**src/rtl/pwm_seq_pkg.sv**
```systemverilog
// Shared constants, types and index helpers for the breathing-LED PWM sequencer.
// Used by pwm_breathe_sequencer and its testbench.
package pwm_seq_pkg;

  localparam int TABLE_LEN = 100;
  localparam int DUTY_W    = 6;
  localparam int IDX_W     = $clog2(TABLE_LEN);

  typedef logic [DUTY_W-1:0] duty_t;
  typedef logic [IDX_W-1:0]  idx_t;

  // Phase index advance, wrapping at the end of the sine table.
  function automatic idx_t next_index(input idx_t idx);
    return (idx == idx_t'(TABLE_LEN - 1)) ? '0 : idx + idx_t'(1);
  endfunction

  // Channels start evenly spread around the table so they breathe out of step.
  function automatic idx_t phase_offset(input int k, input int num_ch);
    return idx_t'((k * TABLE_LEN) / num_ch);
  endfunction

endpackage

```
**src/rtl/pwm_rr_arbiter.sv**
```systemverilog
// Round-robin arbiter: grants the first requester at or above the rotating pointer,
// then moves the pointer just past the winner.
module pwm_rr_arbiter #(
  parameter int NUM_CH = 4
) (
  input  logic              clk,
  input  logic              rst_n,
  input  logic [NUM_CH-1:0] req,
  output logic [NUM_CH-1:0] grant,
  output logic              grant_valid
);

  localparam int PTR_W = (NUM_CH > 1) ? $clog2(NUM_CH) : 1;

  logic [PTR_W-1:0] ptr;
  logic [PTR_W-1:0] grant_idx;
  logic [PTR_W-1:0] cand;

  always_comb begin
    grant       = '0;
    grant_valid = 1'b0;
    grant_idx   = ptr;
    cand        = '0;
    for (int i = 0; i < NUM_CH; i++) begin
      cand = PTR_W'((int'(ptr) + i) % NUM_CH);
      if (!grant_valid && req[cand]) begin
        grant_valid = 1'b1;
        grant[cand] = 1'b1;
        grant_idx   = cand;
      end
    end
  end

  always_ff @(posedge clk) begin
    if (!rst_n) begin
      ptr <= '0;
    end else if (grant_valid) begin
      ptr <= (grant_idx == PTR_W'(NUM_CH - 1)) ? '0 : grant_idx + PTR_W'(1);
    end
  end

endmodule

```
**src/rtl/pwm_breathe_sequencer.sv**
```systemverilog
// Multi-channel breathing-LED duty sequencer sharing one sine-table ROM.
// Optional macro PWMSEQ_OVERRUN_EN adds a sticky per-channel 'overrun' output.
module pwm_breathe_sequencer
  import pwm_seq_pkg::*;
#(
  parameter int NUM_CH = 4,
  parameter int DIV_W  = 16
) (
  input  logic                     clk,
  input  logic                     rst_n,
  input  logic [NUM_CH-1:0]        ch_en,
  input  logic [NUM_CH-1:0]        ch_static,
  input  logic [DUTY_W-1:0]        static_duty,
  input  logic [DIV_W-1:0]         tick_div,
  output logic                     rom_rd,
  output logic [IDX_W-1:0]         rom_addr,
  input  logic [DUTY_W-1:0]        rom_data,
  output logic [NUM_CH*DUTY_W-1:0] duty,
  output logic [NUM_CH-1:0]        duty_upd,
`ifdef PWMSEQ_OVERRUN_EN
  output logic [NUM_CH-1:0]        overrun,
`endif
  output logic                     busy
);

  logic [DIV_W-1:0]  presc;
  logic              tick;
  logic [NUM_CH-1:0] active;
  logic [NUM_CH-1:0] pending;
  logic [NUM_CH-1:0] req;
  logic [NUM_CH-1:0] grant;
  logic              grant_valid;
  idx_t              grant_addr;
  idx_t              index [NUM_CH];
  logic [NUM_CH-1:0] rd_ch;
  logic              cap_vld;
  logic [NUM_CH-1:0] cap_ch;
  logic [NUM_CH-1:0] wr_ch;
  duty_t             duty_r [NUM_CH];

  assign active = ch_en & ~ch_static;
  assign tick   = (presc == tick_div);
  assign req    = pending & active;
  assign busy   = (|pending) | rom_rd;

  always_ff @(posedge clk) begin
    if (!rst_n) begin
      presc <= '0;
    end else begin
      presc <= tick ? '0 : presc + DIV_W'(1);
    end
  end

  // A tick re-arms the request even if the channel is granted on the same edge,
  // so the freshly advanced index is always fetched eventually.
  always_ff @(posedge clk) begin
    if (!rst_n) begin
      pending <= '0;
      for (int k = 0; k < NUM_CH; k++) begin
        index[k] <= phase_offset(k, NUM_CH);
      end
    end else begin
      for (int k = 0; k < NUM_CH; k++) begin
        if (tick && active[k]) begin
          index[k] <= next_index(index[k]);
        end
        if (!active[k]) begin
          pending[k] <= 1'b0;
        end else if (tick) begin
          pending[k] <= 1'b1;
        end else if (grant[k]) begin
          pending[k] <= 1'b0;
        end
      end
    end
  end

  pwm_rr_arbiter #(
    .NUM_CH(NUM_CH)
  ) u_arb (
    .clk        (clk),
    .rst_n      (rst_n),
    .req        (req),
    .grant      (grant),
    .grant_valid(grant_valid)
  );

  always_comb begin
    grant_addr = '0;
    for (int k = 0; k < NUM_CH; k++) begin
      if (grant[k]) begin
        grant_addr = index[k];
      end
    end
  end

  always_ff @(posedge clk) begin
    if (!rst_n) begin
      rom_rd   <= 1'b0;
      rom_addr <= '0;
      rd_ch    <= '0;
      cap_vld  <= 1'b0;
      cap_ch   <= '0;
    end else begin
      rom_rd  <= grant_valid;
      rd_ch   <= grant;
      if (grant_valid) begin
        rom_addr <= grant_addr;
      end
      cap_vld <= rom_rd & (|(rd_ch & active));
      cap_ch  <= rd_ch;
    end
  end

  // Reads whose channel went disabled or static while in flight are dropped here.
  assign wr_ch = cap_vld ? (cap_ch & active) : '0;

  always_ff @(posedge clk) begin
    if (!rst_n) begin
      duty_upd <= '0;
      for (int k = 0; k < NUM_CH; k++) begin
        duty_r[k] <= '0;
      end
    end else begin
      for (int k = 0; k < NUM_CH; k++) begin
        duty_upd[k] <= 1'b0;
        if (!ch_en[k]) begin
          duty_r[k] <= '0;
        end else if (ch_static[k]) begin
          duty_r[k] <= static_duty;
        end else if (wr_ch[k]) begin
          duty_r[k]   <= rom_data;
          duty_upd[k] <= 1'b1;
        end
      end
    end
  end

  always_comb begin
    duty = '0;
    for (int k = 0; k < NUM_CH; k++) begin
      duty[k*DUTY_W +: DUTY_W] = duty_r[k];
    end
  end

`ifdef PWMSEQ_OVERRUN_EN
  always_ff @(posedge clk) begin
    if (!rst_n) begin
      overrun <= '0;
    end else begin
      for (int k = 0; k < NUM_CH; k++) begin
        if (!ch_en[k]) begin
          overrun[k] <= 1'b0;
        end else if (tick && active[k] && pending[k]) begin
          overrun[k] <= 1'b1;
        end
      end
    end
  end
`endif

endmodule

```
**config.mk**
```make
export PLATFORM = sky130hd
export DESIGN_NAME = pwm_breathe_sequencer
export DESIGN_NICKNAME = d
export VERILOG_FILES = /design/src/rtl/pwm_seq_pkg.sv /design/src/rtl/pwm_rr_arbiter.sv /design/src/rtl/pwm_breathe_sequencer.sv
export SDC_FILE = /design/constraint.sdc
export NUM_CORES = 1
export LEC_CHECK = 0
export CORE_MARGIN = 8
export CORE_UTILIZATION = 59
export DETAILED_ROUTE_END_ITERATION = 12
export PLACE_DENSITY_LB_ADDON = 0.12
export SYNTH_ARGS = -nofsm -noshare
export SYNTH_HDL_FRONTEND = slang
export SYNTH_SLANG_ARGS = --single-unit
```
**constraint.sdc**
```tcl
create_clock -name clk -period 4.1 [get_ports clk]
set_input_delay 1.025 -clock clk [delete_from_list [all_inputs] [get_ports clk]]
set_output_delay 1.025 -clock clk [all_outputs]
set_load 0.1 [all_outputs]
```
-- After elaboration in Yosys (flattened, before gate mapping)
Memory sizes are Yosys's and may differ from the RTL's.
Cells that the tools add are included.
- add/subtract/negate cells: 9
- magnitude comparators: 8
- equal/unequal tests: 6
- muxes and demuxes: 122
- bitwise logic cells: 27
- reduce and logical (&&, ||, !) cells: 25
- operator list (operator ; count):
    $mux 7 ; 12
    $mux 1 ; 81
    $mux 6 ; 12
    $add 7x1->7 const B ; 4
    $eq 7x7->1 const B ; 4
    $mux 4 ; 5
    $or 1x1->1 ; 17
    $add 16x1->16 const B ; 1
    $and 4x4->4 ; 4
    $eq 16x16->1 ; 1
    $lt 2x3->1 const B ; 4
    $or 4x4->4 ; 3
    $logic_and 1x1->1 ; 11
    $bmux 1 s2 ; 4
    $demux 1 s2 ; 4
    $ge 2x1->1 const B ; 4
    $mux 2 ; 4
    $reduce_and 2->1 ; 4
    $reduce_bool 2->1 ; 4
    $reduce_or 4->1 ; 2
    $add 2x1->2 const B ; 2
    $add 2x2->2 const B ; 2
    $not 4->4 ; 1
    $logic_not 1->1 ; 3
    4 further kinds ; 4
- flip-flop bits (word level): 43
- memory bits (writable): 52
- memories: 2
- memory list (memory ; words ; width ; read ports ; clocked after memory_dff ; wr ports ; RTL line ; text):
    index ; 4 ; 7 ; 4 ; 0 ; 4 ; pwm_breathe_sequencer.sv:34 ; idx_t index [NUM_CH];
    duty_r ; 4 ; 6 ; 4 ; 0 ; 4 ; pwm_breathe_sequencer.sv:39 ; duty_t duty_r [NUM_CH];

-- Logic depth before layout (Yosys ltp)
Gate-level depths: netlist (run 1).
- depth after elaboration: 19
- depth in mapped cells: 11
- gate-level depth less buffers: 9

-- Modules after synthesis
From an unflattened synthesis (run 1), not the netlist that was laid out.
- cells, all modules: 499
- area total of the unflattened synthesis: 4934.7 um2
- modules (own cells, without submodules) (module ; times used ; cells each ; area each (um2)):
    pwm_breathe_sequencer ; 1 ; 438 ; 4453.0
    pwm_rr_arbiter ; 1 ; 61 ; 481.7

-- Worst setup path after synthesis (run 1)
No wires, ideal clock.
- kind: in2reg
- from: in tick_div[6]
- to: mem index[0][0] (netlist name) (enable)
- library setup time: 0.381 ns
- arrival time: 2.508 ns
- slack: 1.212 ns
- cell stages on the path: 5
- cell sequence: xor2_1 nor4_1 nand4_1 clkbuf_1 o21ai_0
- RTL lines (what ; RTL line ; text):
    start, declared ; pwm_breathe_sequencer.sv:14 ; input logic [DIV_W-1:0] tick_div,
    end, declared ; pwm_breathe_sequencer.sv:34 ;

-- Final worst setup path (run 1)
- from: reg u_arb.ptr[0]
- to: reg rom_addr[1]
- word-level cells in the longest chain between the ends: 16
- elaborated cells on any way between the ends: 52
- classes of those cells: add/sub (3); order compare (8); mux (28); bitwise (3); reduce/logical (10)
- RTL lines (what ; RTL line ; text):
    start, declared ; pwm_rr_arbiter.sv:15 ; logic [PTR_W-1:0] ptr;
    start signal, assigned ; pwm_rr_arbiter.sv:38 ; ptr <= (grant_idx == PTR_W'(NUM_CH - 1)) ? '0 : grant_idx + PTR_W'(1);
    parallel branches: the longest is 16 deep, another holds $lt 2x3->1 ; n/a ;
    end signal, assigned ; pwm_breathe_sequencer.sv:108 ; rom_addr <= grant_addr;
    end, declared ; pwm_breathe_sequencer.sv:16 ; output logic [IDX_W-1:0] rom_addr,
Parallel ways; which one is timed is not known. The select of a mux whose other input is x is not followed.
A chain may end at the register's enable or synchronous reset.

==> impl_metrics.toml, run 1 <==
[sta]
slew_margin_rel_pct = 32.98
maxSlewViolCount = 0
tns_ns = 0
hold_violations = 0
timing_limited_maximum_frequency_ghz = 0.2990
final_period_minus_worst_setup_slack_ns = 3.345
rsz0062_at_grt = "false"
setup_viol = 0
timing.final.crit_share_pct = 81.58
worst_hold_slack_ns = 0.4579
clock-skew-final_ns = 0.01364
pin_slew_with_the_least_headroom_to_its_limit_ns = 1.002

[placed_design]
hpwlAfterDp_mm = 8.943
place.detailed.instances = 668
detailed_place.area_um2 = 5833
port-buffer-count = 74
routabilityCongestion = 0.9128

[clocking]
tritoncts_num_sinks = 95
cts.path.max_buffers = 2
clock_tree_from_tritoncts = "built"
ctsHoldBuffers = 0
cts_setup_buffers = 0
cts.reportedPaths.clkPinSlew_ns = 0.11
cts_made_buffers = 9
clock_insertion_delay_worst_skew_ns = 0.37
htree_levels = 3
cts-root-buf = "sky130_fd_sc_hd__clkbuf_8"
post_cts_resize_count = 0

[min_path]
worst_hold_path.num_cells = 1
min_delay_worst_endpoint = "cap_ch[2]"
timing.hold.worst.start = "rd_ch[2]"
hold_class = "register to register"

[setup_path]
cp-start-kind = "register"
regToRegEndpoint = "rom_addr[1]"
critPathMaxFanout = 16
worst-r2r-cell-count = 9
worst_r2r_start = "u_arb.ptr[0]"
worstSetupEndpointType = "register"
critical_path_class = "register to register"
critPathArrivalTime_ns = 3.62
worst_ep_required_time_ns = 4.38
timing.reg2reg.setup_slack_ns = 0.76

[synthesis]
synthDistinctLibCells = 58
synth_xor_xnor_area_share_pct = 8.735
count_of_mapped_cells_out_of_synthesis = 499
number_of_synthesized_flops_with_an_enable_pin = 52
area_share_of_and_or_nand_nor_cells_after_synthesis_pct = 21.96
synthesized_nets = 549
synth_compound_area_share_pct = 13.65
synth_seq_cells = 95
postSynth.topFlopCell = "sky130_fd_sc_hd__edfxtp_1"
post_synth.cell_area_avg_um2 = 10.05
yosysWarnings = 0
combined_area_of_all_synthesized_cells_um2 = 5014
fraction_of_synthesized_area_in_multiplexers_pct = 1.497
synth_top_family_by_area = "simple AND/OR/NAND/NOR gates"
synth_adder_area_share_pct = 2.995
yosysSeqAreaShare_pct = 48.32
synth_async_sr_flop_share_pct = 0

[route]
detailroute.via_count = 3973
postRouteAntennaNets = 0
finalWirelength_mm = 11.78
remaining_drc_errors = 0
routed_via_density = 5.808
drt_first_pass_iters = 5
detail_route.iter0.violations = 292
post_drt_wl_per_cell_um = 17.22

[finish]
final.fill_count = 594
fraction_of_final_layout_cells_sized_beyond_drive_strength_1_pct = 7.772
areaGrowthSynthToFinish_pct = 20.26
final-instance-count-excl-fill = 684
postLayoutCellArea_um2 = 6030
n_antenna_cell = 0
numnets_final = 624
multi_input_comb_area_um2 = 2449
area.sequential_um2 = 2422

[power]
vdd_ir_drop_max_uv = 226.9
fin_total_pwr_mw = 1.893
total_leakage_power_nw = 2.188
p_per_area_nw_per_um2 = 314.0

[global_routing]
groute.layer.met3.usage_pct = 3.986
grt_start_max_net_pins = 26
first_global_vias = 3926
grt_util_met1_pct = 25.73
grt_util_met2_pct = 33.57
antenna_found_initial = 0
first_pass_grt_wire_length_mm = 19.01
global_route.peak_usage_layer = "met2"
globalRouteOverflowTotal = 0
globalRouteTotalUtil_pct = 20.08

[floorplanning]
floorplan.initialDensity_pct = 61.02
chipWidth_um = 108.2
die-height_um = 108.2
die-area_um2 = 11700
design.core.area_um2 = 8217
floorplan.io_pins = 75
core.rowCount = 33

[run]
max_cap_violations = 0

[status]
outcome = "completed"
[layer usage]
metal  vias up  part of all wire, %
li1       1967                    -
met1      1884                   45
met2       108                   48
met3        14                  5.7
met4         0                  1.3
met5         -                    0
[area by class of cell]
type                    instances  area share [%]
flip-flops and latches         95           40.17
clock inverters                 7           1.204
well taps                     105           2.179
repair buffers                 81           13.16
inverters                      10          0.6225
multi-input cells             377           40.61
clock buffers                   9           2.054
[cells by family (layout without fill, tap and decap cells)]
kind of cell / count (synthesis) / in the layout
multiplexers: 5 / 5
AND/OR/NAND/NOR: 224 / 224
buffers and inverters: 27 / 107
XOR/XNOR: 50 / 50
adder cells (fa/ha/maj): 12 / 12
AO/OA/AOI/OAI: 86 / 86
flip-flops: 95 / 95
[synthesized netlist by cell type (9+ instances only)]
cell | instances | share of area (%)
sky130_fd_sc_hd__ha_1 | 12 | 3.0
sky130_fd_sc_hd__nor2_1 | 56 | 4.2
sky130_fd_sc_hd__nand4_1 | 9 | 1.1
sky130_fd_sc_hd__a21oi_1 | 9 | 0.90
sky130_fd_sc_hd__nor3_1 | 13 | 1.3
sky130_fd_sc_hd__inv_1 | 9 | 0.67
sky130_fd_sc_hd__xor2_1 | 34 | 5.9
sky130_fd_sc_hd__and3_1 | 9 | 1.1
sky130_fd_sc_hd__nand3_1 | 30 | 3.0
sky130_fd_sc_hd__dfxtp_1 | 43 | 17
sky130_fd_sc_hd__o21ai_0 | 26 | 2.6
sky130_fd_sc_hd__and2_1 | 10 | 1.2
sky130_fd_sc_hd__nand2_1 | 63 | 4.7
sky130_fd_sc_hd__xnor2_1 | 16 | 2.8
sky130_fd_sc_hd__edfxtp_1 | 52 | 31
[power breakdown]
group	switching [mW]	total [mW]	leakage, nW	internal, mW
clock network	0.372	0.612	0.0970	0.240
registers	0.0166	1.04	0.878	1.02
logic	0.162	0.241	1.21	0.0790
total	0.551	1.89	2.19	1.34
[state kept, by name (all words and copies together) (netlist names)]
signal and cells:
index 28, cap_ch 4, presc 16, rom_rd 1
duty_r 24, rd_ch 4, u_arb.ptr 2, rom_addr 7
pending 4, cap_vld 1, duty_upd 4
[metrics by stage]
step | utilization [%] | setup WS [ns]
after floorplan | - | 1.212
after global placement | 70.99 | 0.5404
after detailed placement | 70.99 | 0.4779
after CTS | 73.38 | 0.7945
after global routing | 73.38 | 0.4050
final | 73.38 | 0.7550
[placed cells by master (no fill, tap or decap), types with 6 or more instances in the layout]
| master | netlist | routed |
|---|---|---|
| sky130_fd_sc_hd__nand3_1 | 30 | 30 |
| sky130_fd_sc_hd__dfxtp_1 | 43 | 43 |
| sky130_fd_sc_hd__clkbuf_8 | 0 | 9 |
| sky130_fd_sc_hd__a22o_1 | 6 | 6 |
| sky130_fd_sc_hd__edfxtp_1 | 52 | 52 |
| sky130_fd_sc_hd__a32o_1 | 6 | 6 |
| sky130_fd_sc_hd__xor2_1 | 34 | 34 |
| sky130_fd_sc_hd__nor4_1 | 7 | 7 |
| sky130_fd_sc_hd__nand2_1 | 63 | 63 |
| sky130_fd_sc_hd__a311oi_2 | 7 | 7 |
| sky130_fd_sc_hd__ha_1 | 12 | 12 |
| sky130_fd_sc_hd__and3_1 | 9 | 9 |
| sky130_fd_sc_hd__buf_4 | 2 | 7 |
| sky130_fd_sc_hd__and2_1 | 10 | 10 |
| sky130_fd_sc_hd__nand4_1 | 9 | 9 |
| sky130_fd_sc_hd__o21ai_0 | 26 | 26 |
| sky130_fd_sc_hd__xnor2_1 | 16 | 16 |
| sky130_fd_sc_hd__nor3_1 | 13 | 13 |
| sky130_fd_sc_hd__inv_1 | 9 | 9 |
| sky130_fd_sc_hd__a21oi_1 | 9 | 9 |
| sky130_fd_sc_hd__nor2_1 | 56 | 56 |
| sky130_fd_sc_hd__o221ai_1 | 7 | 7 |
| sky130_fd_sc_hd__clkdlybuf4s50_1 | 0 | 74 |
[worst max-delay path by stage]
stage / cells past startpoint / startpoint / to / slack (ns)
floorplan: 5 / tick_div[6] / index[0][0] / 1.21
CTS: 9 / u_arb.ptr[0] / rom_addr[1] / 0.79
global route: 9 / u_arb.ptr[0] / rom_addr[1] / 0.40
global placement: 8 / ch_static[2] / rom_addr[6] / 0.54
detailed placement: 8 / ch_static[2] / rom_addr[2] / 0.48
finish: 9 / u_arb.ptr[0] / rom_addr[1] / 0.76
[worst max-delay path, cell delays in order, from the launching register on]
cell and delay, ns:
sky130_fd_sc_hd__dfxtp_1 0.67, sky130_fd_sc_hd__inv_1 0.30, sky130_fd_sc_hd__ha_1 0.53, sky130_fd_sc_hd__nand2_1 0.13
sky130_fd_sc_hd__o22ai_1 0.45, sky130_fd_sc_hd__o21ai_0 0.20, sky130_fd_sc_hd__a31oi_2 0.30, sky130_fd_sc_hd__a21oi_4 0.10
sky130_fd_sc_hd__and3_1 0.30, sky130_fd_sc_hd__a311oi_2 0.27
(Power assumes the default switching activity.)
==> run 2, diff against run 1 <==
--- a/config.mk
+++ b/config.mk
@@ -6,7 +6,7 @@
 export NUM_CORES = 1
 export LEC_CHECK = 0
 export CORE_MARGIN = 8
-export CORE_UTILIZATION = 59
+export CORE_UTILIZATION = 49
 export DETAILED_ROUTE_END_ITERATION = 12
 export PLACE_DENSITY_LB_ADDON = 0.12
 export SYNTH_ARGS = -nofsm -noshare
==> constraint.sdc (replaced) <==
create_clock -name clk -period 2.7 [get_ports clk]
set_input_delay 0.675 -clock clk [delete_from_list [all_inputs] [get_ports clk]]
set_output_delay 0.675 -clock clk [all_outputs]
set_load 0.1 [all_outputs]
==> impl_metrics.toml, run 2 (synthesized netlist as in run 1, its figures left out) <==
[power]
seqPwrFrac_pct = 54.5
pwr-share-clk_pct = 32.5
power.combinational.fraction_pct = 12.9
sw_frac_of_total_pct = 29.45
power.switching_mw = 0.8530
total_leakage_power_nw = 2.440
fin_total_pwr_mw = 2.896
p_per_area_nw_per_um2 = 461.0
internal-power_mw = 2.043
vdd_ir_drop_max_uv = 282.0

[setup_path]
worstSetupEndpointType = "register"
timing.critical_path.from = "ch_static[0]"
critPathMaxFanout = 8
cp-start-kind = "input port"
worst_r2r_start = "u_arb.ptr[1]"
critical_path_class = "input port to register"
worst_ep_required_time_ns = 2.99
critPathArrivalTime_ns = 2.91

[min_path]
hold_class = "register to register"
timing.hold.worst.start = "rd_ch[3]"

[floorplanning]
die-height_um = 117.2
core.rowCount = 37
chipWidth_um = 117.2
floorplan.io_pins = 75
floorplan.initialDensity_pct = 49.45
design.core.area_um2 = 10140
die-area_um2 = 13720

[route]
postRouteAntennaNets = 0
detail_route.iter0.violations = 321
drt_first_pass_iters = 5
post_drt_wl_per_cell_um = 16.20
remaining_drc_errors = 0
routed_via_density = 5.487
finalWirelength_mm = 12.18
detailroute.via_count = 4126

[sta]
hold_violations = 0
clock-skew-final_ns = 0.01091
pin_slew_with_the_least_headroom_to_its_limit_ns = 0.4241
final_period_minus_worst_setup_slack_ns = 2.614
slew_margin_rel_pct = 71.62
setup_ws_ns = 0.08600
rsz0062_at_grt = "true"
timing.final.crit_share_pct = 96.81
worst_hold_slack_ns = 0.4726
tns_ns = 0
timing_limited_maximum_frequency_ghz = 0.3826
setup_viol = 0
maxSlewViolCount = 0

[finish]
mostFrequentLayoutCell = "sky130_fd_sc_hd__buf_4"
registers.top_by_ff_count = "index"
postLayoutCellArea_um2 = 6282
area.sequential_um2 = 2422
multi_input_comb_area_um2 = 2451
largest_register_ff_count = 28
n_antenna_cell = 0
numnets_final = 661
fraction_of_final_layout_cells_sized_beyond_drive_strength_1_pct = 19.64
final_cell_mix = "sky130_fd_sc_hd__buf_4, sky130_fd_sc_hd__nand2_1, sky130_fd_sc_hd__nor2_1"
reg.largest.list = "index (28), duty_r (24), presc (16)"
areaGrowthSynthToFinish_pct = 25.31
final.fill_count = 858

[placed_design]
dp_slack_ns = -0.2908
hpwlAfterDp_mm = 9.272
detailed_place.area_um2 = 6082
port-buffer-count = 74
routabilityCongestion = 0.8706

[clocking]
cts-root-buf = "sky130_fd_sc_hd__clkbuf_8"
tritoncts_num_sinks = 95
cts.path.max_buffers = 2
ctsHoldBuffers = 0
cts.reportedPaths.clkPinSlew_ns = 0.10
clock_insertion_delay_worst_skew_ns = 0.38
cts_made_buffers = 9
clock_tree_from_tritoncts = "built"
htree_levels = 3

[status]
outcome = "completed"

[global_routing]
grt_start_max_net_pins = 21
antenna_found_initial = 0
first_global_vias = 3973
first_pass_grt_wire_length_mm = 19.41
globalRouteOverflowTotal = 0
globalRouteTotalUtil_pct = 18.15

[run]
max_cap_violations = 0
## run 2: cell types whose count changed in the layout (fill, tap and decap cells not counted), sizes merged
cell,previous run,this run
buf,7,81
clkdlybuf4s50,74,37
clkinv,2,1
clkinvlp,1,2
## run 2: area by class of cell
type	count	area share [%]
Clock buffer	9	1.972
Clock inverter	7	1.175
Inverter	10	0.5975
Multi-Input combinational cell	377	39.02
Sequential cell	95	38.56
Tap cell	136	2.709
Timing Repair Buffer	118	15.97
## run 2: repair_timing
action / 4_1_cts / 5_1_grt
gates resized for setup: 0 / 2
endpoints found under the setup margin: 0 / 7
buffers inserted: 0 / 0
hold endpoints to repair: 0 / 0
## run 2: per-stage QoR
stage	std cells	util (%)
final	752	61.96
after global routing	752	61.96
after CTS	752	61.94
after detailed placement	736	59.99
after global placement	736	59.99
after floorplan	499	-
## run 2: final timing paths
| kind | cells past startpoint | slack (ns) | to |
|---|---|---|---|
| setup / recovery | 9 | 0.09 | rom_addr[3] |
| hold / removal | 1 | 0.47 | cap_ch[3] |
| setup reg to reg | 11 | 0.20 | rom_addr[1] |
| hold reg to reg | 1 | 0.47 | cap_ch[3] |
## run 2: worst max-delay path: stages
cell	delay (ns)
sky130_fd_sc_hd__clkdlybuf4s50_1	0.50
sky130_fd_sc_hd__and3b_1	0.22
sky130_fd_sc_hd__mux4_2	0.52
sky130_fd_sc_hd__nand4_1	0.14
sky130_fd_sc_hd__a31oi_2	0.15
sky130_fd_sc_hd__a21oi_4	0.18
sky130_fd_sc_hd__buf_12	0.13
sky130_fd_sc_hd__o221ai_1	0.13
sky130_fd_sc_hd__a311oi_2	0.25
## run 2: layer usage
layer,routed length (um),GRT usage [%]
met5,0,0
met4,253,8.020
met3,766,3.181
met2,5695,29.09
met1,5463,23.50
## run 2: power groups by stage
stage | Clock, mW | Combinational [mW] | Sequential [mW]
2_1_floorplan | 0 | 0.0788 | 1.76
3_3_place_gp | 0 | 0.374 | 1.61
3_5_place_dp | 0 | 0.375 | 1.61
4_1_cts | 0.962 | 0.376 | 1.58
5_1_grt | 1.01 | 0.394 | 1.58
6_report | 0.942 | 0.375 | 1.58
